==> config.mk <==
export PLATFORM = sky130hd
export DESIGN_NAME = mem_bus_arbiter
export DESIGN_NICKNAME = d
export VERILOG_FILES = /design/src/rtl/mem_bus_arbiter.sv
export SDC_FILE = /design/constraint.sdc
export NUM_CORES = 1
export LEC_CHECK = 0
export ABC_AREA = 0
export CAP_MARGIN = 20
export CORE_ASPECT_RATIO = 0.6
export CORE_MARGIN = 5
export CORE_UTILIZATION = 37
export CTS_CLUSTER_DIAMETER = 60
export CTS_CLUSTER_SIZE = 14
export DETAILED_ROUTE_END_ITERATION = 6
export PLACE_DENSITY = 0.82
export SLEW_MARGIN = 15
export SYNTH_ARGS = -nofsm -noshare
export SYNTH_HDL_FRONTEND = slang
export SYNTH_SLANG_ARGS = --single-unit
==> constraint.sdc <==
create_clock -name clock -period 2.81 [get_ports clock]
set_input_delay 0.4215 -clock clock [delete_from_list [all_inputs] [get_ports clock]]
set_output_delay 0.4215 -clock clock [all_outputs]
set_load 0.03 [all_outputs]
==> src/rtl/mem_bus_arbiter.sv <==
// mem_bus_arbiter
// Two-master arbiter between the CPU core and a second master (DMA/video/loader)
// sharing one single-port memory (8-bit data, 20-bit address, registered read).
// Every access is a fixed three-cycle sequence: S_IDLE (arbitrate), S_ADDR
// (address/data/write strobe on the bus), S_DATA (ack and read data to owner).
// The CPU has priority. Defining ARB_STARVE_EN adds starvation protection that
// forces the DMA master onto the bus for a burst of BURST transactions after
// it has waited STARVE cycles.
//
// Ports:
//   clock, reset                         system clock, synchronous active-high reset
//   cpu_req/address/out/wren  (in)       CPU bus-cycle request and fields
//   cpu_ack, cpu_data         (out)      CPU completion pulse and read data
//   dma_req/address/out/wren  (in)       DMA bus-cycle request and fields
//   dma_ack, dma_data         (out)      DMA completion pulse and read data
//   address, out, wren        (out)      memory address, write data, write strobe
//   data                      (in)       memory read data (one cycle after address)
//   owner                     (out)      0 = CPU, 1 = DMA; current/last master
//
// Macro: ARB_STARVE_EN enables the starvation counter and burst grant.

module mem_bus_arbiter #(
    parameter int BURST  = 4,
    parameter int STARVE = 16
) (
    input  logic        clock,
    input  logic        reset,
    input  logic        cpu_req,
    input  logic [19:0] cpu_address,
    input  logic [7:0]  cpu_out,
    input  logic        cpu_wren,
    output logic        cpu_ack,
    output logic [7:0]  cpu_data,
    input  logic        dma_req,
    input  logic [19:0] dma_address,
    input  logic [7:0]  dma_out,
    input  logic        dma_wren,
    output logic        dma_ack,
    output logic [7:0]  dma_data,
    output logic [19:0] address,
    output logic [7:0]  out,
    output logic        wren,
    input  logic [7:0]  data,
    output logic        owner
);

    typedef enum logic [1:0] {
        S_IDLE = 2'd0,
        S_ADDR = 2'd1,
        S_DATA = 2'd2
    } state_t;

    state_t      r_state;
    state_t      w_state_nxt;
    logic        r_owner;
    logic [19:0] r_address;
    logic [7:0]  r_out;
    logic        r_wren;
    logic        w_grant;
    logic        w_grant_dma;
    logic        w_force_dma;
    logic        w_in_data;

    if (BURST < 1 || STARVE < 1) begin : g_cfg_check
        $error("mem_bus_arbiter: BURST and STARVE must both be at least 1");
    end

`ifdef ARB_STARVE_EN
    localparam int SW = $clog2(STARVE + 1);
    localparam int BW = $clog2(BURST + 1);

    logic [SW-1:0] r_starv;
    logic [BW-1:0] r_burst;
    logic          w_starved;

    assign w_starved = (r_starv == SW'(STARVE));

    // An outstanding burst or a saturated wait counter overrides CPU priority.
    assign w_force_dma = dma_req && ((r_burst != '0) || w_starved);

    always_ff @(posedge clock) begin
        if (reset) begin
            r_starv <= '0;
            r_burst <= '0;
        end else begin
            if (w_grant && w_grant_dma) begin
                r_starv <= '0;
            end else if (dma_req && !(r_owner && r_state != S_IDLE) && !w_starved) begin
                r_starv <= r_starv + SW'(1);
            end

            if (r_state == S_IDLE) begin
                if (!dma_req) begin
                    r_burst <= '0;
                end else if (r_burst != '0) begin
                    r_burst <= r_burst - BW'(1);
                end else if (w_starved) begin
                    // The transaction granted now is the first of the burst.
                    r_burst <= BW'(BURST - 1);
                end
            end
        end
    end
`else
    assign w_force_dma = 1'b0;
`endif

    always_comb begin
        w_state_nxt = r_state;
        w_grant     = 1'b0;
        w_grant_dma = 1'b0;
        case (r_state)
            S_IDLE: begin
                if (cpu_req || dma_req) begin
                    w_grant     = 1'b1;
                    w_grant_dma = dma_req && (!cpu_req || w_force_dma);
                    w_state_nxt = S_ADDR;
                end
            end
            S_ADDR:  w_state_nxt = S_DATA;
            S_DATA:  w_state_nxt = S_IDLE;
            default: w_state_nxt = S_IDLE;
        endcase
    end

    always_ff @(posedge clock) begin
        if (reset) begin
            r_state   <= S_IDLE;
            r_owner   <= 1'b0;
            r_address <= '0;
            r_out     <= '0;
            r_wren    <= 1'b0;
        end else begin
            r_state <= w_state_nxt;
            // Strobe is high only in the S_ADDR cycle that follows a grant.
            r_wren  <= 1'b0;
            if (w_grant) begin
                r_owner   <= w_grant_dma;
                r_address <= w_grant_dma ? dma_address : cpu_address;
                r_out     <= w_grant_dma ? dma_out     : cpu_out;
                r_wren    <= w_grant_dma ? dma_wren    : cpu_wren;
            end
        end
    end

    assign w_in_data = (r_state == S_DATA);

    assign address  = r_address;
    assign out      = r_out;
    assign wren     = r_wren;
    assign owner    = r_owner;
    assign cpu_ack  = w_in_data && !r_owner;
    assign dma_ack  = w_in_data && r_owner;
    assign cpu_data = cpu_ack ? data : 8'h00;
    assign dma_data = dma_ack ? data : 8'h00;

endmodule
After elaboration in Yosys (flattened, before gate mapping)
Cells that the tools add are included.
{"block": "word_totals", "regBits": 32, "latch_bits": 0, "mem_bits_rw": 0, "romBits": 0, "out_inout_bits": 48, "elab_cells": 28, "mem_count": 0}
{"block": "classes", "n_addsub": 0, "multipliers": 0, "div_mod_pow": 0, "n_lt_le_gt_ge": 0, "eq_ne": 3, "shifts": 0, "muxes": 11, "n_bitwise": 1, "n_reduce_logical": 8}
{"cell": "$mux W8", "n": 3}
{"cell": "$mux W20", "n": 1}
{"cell": "$mux W1", "n": 5}
{"cell": "$pmux W2 S2", "n": 1}
{"cell": "$logic_and A1 B1 Y1", "n": 3}
{"cell": "$eq A2 B1 Y1 const B", "n": 1}
{"cell": "$eq A2 B2 Y1 const B", "n": 1}
{"cell": "$logic_not A1 Y1", "n": 2}
{"cell": "$logic_not A2 Y1", "n": 1}
{"cell": "$mux W2", "n": 1}
{"cell": "$ne A2 B2 Y1 const B", "n": 1}
{"cell": "$reduce_or A2 Y1", "n": 1}
{"cell": "$logic_or A1 B1 Y1", "n": 1}
{"cell": "$not A1 Y1", "n": 1}

Logic depth before layout (Yosys ltp)
{"block": "depth", "depth_word": 5, "depth_mapped": 6, "depth_no_buf": 3}

Worst setup path after synthesis
Ideal clock, no wire load.
{"block": "synth_timing", "path_kind": "flip-flop to output port", "startpoint": "reg r_owner (netlist: owner)", "endpoint": "out cpu_data[0]", "t_arrival_ps": 1888, "required_ps": 2389, "path_slack_ps": 500, "path_stages_with_launch": 3, "path_buffers": 0, "cell_sequence": "dfxtp_1 > nor3b_1 > and2_1"}
{"block": "synth_via", "elab_chain_len": 3}
{"element": "from (decl)", "line_no": "55", "rtl": "logic r_owner;"}
{"element": "from (signal assigned)", "line_no": "138", "rtl": "r_owner <= w_grant_dma;"}
{"element": "$logic_not A1 Y1", "line_no": "152", "rtl": "assign cpu_ack = w_in_data && !r_owner;"}
{"element": "$logic_and A1 B1 Y1", "line_no": "152"}
{"element": "net cpu_ack", "line_no": "32", "rtl": "output logic cpu_ack,"}
{"element": "$mux W8", "line_no": "154", "rtl": "assign cpu_data = cpu_ack ? data : 8'h00;"}
{"element": "to (decl)", "line_no": "33", "rtl": "output logic [7:0] cpu_data,"}
The timed path passes the listed nets, and every way through them passes these cells.

Worst setup path in the final report
{"block": "layout_timing", "startpoint": "reg r_state[1]", "endpoint": "out dma_data[6]"}
{"block": "layout_via", "elab_chain_len": 3}
{"element": "from (decl)", "line_no": "53", "rtl": "state_t r_state;"}
{"element": "from (signal assigned)", "line_no": "134", "rtl": "r_state <= w_state_nxt;"}
{"element": "$eq A2 B2 Y1", "line_no": "146", "rtl": "assign w_in_data = (r_state == S_DATA);"}
{"element": "$logic_and A1 B1 Y1", "line_no": "153", "rtl": "assign dma_ack = w_in_data && r_owner;"}
{"element": "$mux W8", "line_no": "155", "rtl": "assign dma_data = dma_ack ? data : 8'h00;"}
{"element": "to (decl)", "line_no": "39", "rtl": "output logic [7:0] dma_data,"}
Every way passes these cells.

==> flow_metrics.tcl <==
set metrics [dict create \
    status "complete, no violations" \
    synth_simple_gate_area_frac 0.1061 \
    synth_flop_cell "dfxtp_1" \
    synth_area_leader_cell "dfxtp_1" \
    clock_latency_ns 0.28 \
    synth_area_leaders "dfxtp_1, a21oi_1, a22oi_2" \
    worstSetupPathType "register to output pin" \
    synth_compound_area_frac 0.4181 \
    avgSynthCellArea_um2 9.806 \
    swShare 0.3002 \
    synthMuxAreaShare 0.006149 \
    netSwitchingPower_mw 0.4598 \
    vias 1722 \
    finalCritPeriodShare 0.8228 \
    cp.required_ns 2.39 \
    yosysTopAreaCellShare 0.3935 \
    arrival_ns 1.89 \
    use_met3 0.09158 \
    min_path_type "register to register" \
    grt_pass1_wl_um 8280 \
    layout-drive-gt1-share 0.1439 \
    finalPower_mw 1.532 \
    num_rows 18 \
    hold_viol 0 \
    setup_violations 0 \
    nNetsFinal 347 \
    dp_cells 330 \
    synthAdderAreaFrac 0 \
    yosysMostFrequentCell "dfxtp_1" \
    netlist_top_cells_count "dfxtp_1, a21oi_1, a211oi_1" \
    initial_utilization 0.3886 \
    cts_buffer_depth 2 \
    met1_usage 0.2199 \
    cts.htree.levels 2 \
    max-cap-violations 0 \
    ant_nets 0 \
    clkPwrFrac 0.314 \
    startpoint_type "register" \
    diodes 0 \
    max_freq_ghz 0.4325 \
    drt_iter0_markers 54 \
    fin_skew_ns 0.006278 \
    setup_slack_ns 0.4978 \
    cts_setup_buffers 0 \
    fillers 345 \
    fin_tns_setup_ns 0 \
    synth_edf_count 0 \
    area_delta_synth_final_pct 81.01 \
    coreArea_mm2 0.004189 \
    cts_root_buf "clkbuf_8" \
    syn_inst 166 \
    relSlewSlack 0.7296 \
    gp_congestion 0.7058 \
    wirelength_um 5386 \
    p_int_mw 1.072 \
    rsz0062_at_grt "false" \
    wl_per_cell_um 15.93 \
    cts_resized 0 \
    antenna_found_initial 0 \
    grt_usage 0.1857 \
    end_kind "output pin" \
    cts_tree "built" \
    cp_max_fo 9 \
    ctsHoldBuffers 0 \
    grt_pass1_vias 1663 \
    die_w_um 95.63 \
    comb_power_share 0.337 \
    die_area_mm2 0.005869 \
    async_reset_ff_frac 0 \
    synth_cell_type_count 20 \
    via_per_inst 5.095 \
    tightest_slew_ns 0.4057 \
    drv_slew 0 \
    synth-xor-area-share 0 \
    yosysWarnings 0 \
    drcViolationCount 0 \
    fp.dieH_um 61.38 \
    hpwlAfterDp_um 4010 \
    irDropWorstVdd_v 0.0002669 \
    cts.clk_slew.worst_paths_ns 0.06 \
    overflow 0 \
    ios 118 \
    io_buffers 117 \
    grt_max_degree 33 \
    p_per_area_mw_per_mm2 519.8 \
    netlist_area_mm2 0.001628 \
    synth_top_family_by_area "compound AO/OA/AOI/OAI gates" \
    min_period_ns 2.312 \
    cts_buffers 5 \
    syn-num-nets 236 \
    grt-busiest-layer "met2" \
    p_seq_frac 0.349 \
    seq_area_frac_synth 0.3935 \
    stdcell_count 338 \
    clock-sinks 32 \
    ys_ff_latch 32 \
    gr-usage-met2 0.2994 \
    post-place-ws_ns 0.6489 \
    drtPass1Iterations 4 \
    p_leak_nw 1.085 \
]
-- power groups by stage --
stage | combinational (mW) | clock (mW) | sequential, mW
2_1_floorplan | 0.187 | 0 | 0.636
3_3_place_gp | 0.514 | 0 | 0.541
3_5_place_dp | 0.520 | 0 | 0.542
4_1_cts | 0.522 | 0.493 | 0.534
5_1_grt | 0.550 | 0.510 | 0.540
6_report | 0.517 | 0.481 | 0.534
-- cells by family (layout without fill, tap and decap cells) --
group	after synthesis	in the layout
AOI/OAI and AO/OA	86	86
and+or+nand+nor	27	27
DFF	32	32
buffers and inverters	20	132
muxes	1	1
-- final timing paths --
path,startpoint,to,slack (ns),cells after the start
worst max register to register,r_state[1],address[2],1.13,5
worst min-delay path,address[3],address[3],0.52,2
worst max-delay path,r_state[1],dma_data[6],0.50,3
worst min register to register,address[3],address[3],0.52,2
-- registers in the layout (all words and copies together), names as in the netlist --
| register | flops |
|---|---|
| r_state | 2 |
| out | 8 |
| wren | 1 |
| address | 20 |
| owner | 1 |
-- critical path, stage by stage, from the launching register on --
cell	delay (ns)
dfxtp_1	0.41
and3b_1	0.34
and2_1	0.19
clkdlybuf4s50_1	0.68
-- per-layer routing --
layer	share of wire	routed length, um	vias up
li1	-	-	857
met1	0.41	2224	768
met2	0.43	2295	92
met3	0.15	816	5
met4	0.0091	49	0
met5	0	0	-
-- layout by cell type, fill, tap and decap left out --
master           Yosys  layout
a22oi_1             17      17
a22oi_2             11      11
clkdlybuf4s50_1      0     117
nor2_1               2       1
nor3_1               1       1
nand2_1              1       1
and2_1              17      17
buf_12               0       1
or4b_4               1       1
bufinv_16            0       1
dfxtp_1             32      32
or2_1                0       1
a21bo_2              1       1
nor2b_2              0       1
nor3b_1              2       2
buf_4                0       6
mux2i_1              1       1
nor2_2               0       1
and3b_1              1       1
a211oi_1            18      18
a21oi_1             29      29
clkbuf_8             0       7
a211oi_2            10      10
-- layout make-up --
class	count	area [um2]	share of cell area
Clock buffer	7	96.34	0.03270
Tap cell	60	75.07	0.02548
Multi-Input combinational cell	114	868.3	0.2947
Clock inverter	1	30.03	0.01019
Sequential cell	32	640.6	0.2174
Timing Repair Buffer	124	1236	0.4195
-- stage by stage --
step	utilization	hold slack, ns	cell area (um2)
floorplan	-	0.4458	1628
global route	0.7034	0.5334	2947
CTS	0.7034	0.5178	2947
global placement	0.6732	0.4934	2820
finish	0.7034	0.5196	2947
detailed placement	0.6732	0.5076	2820
No activity file was read; power rests on OpenSTA's default activity.
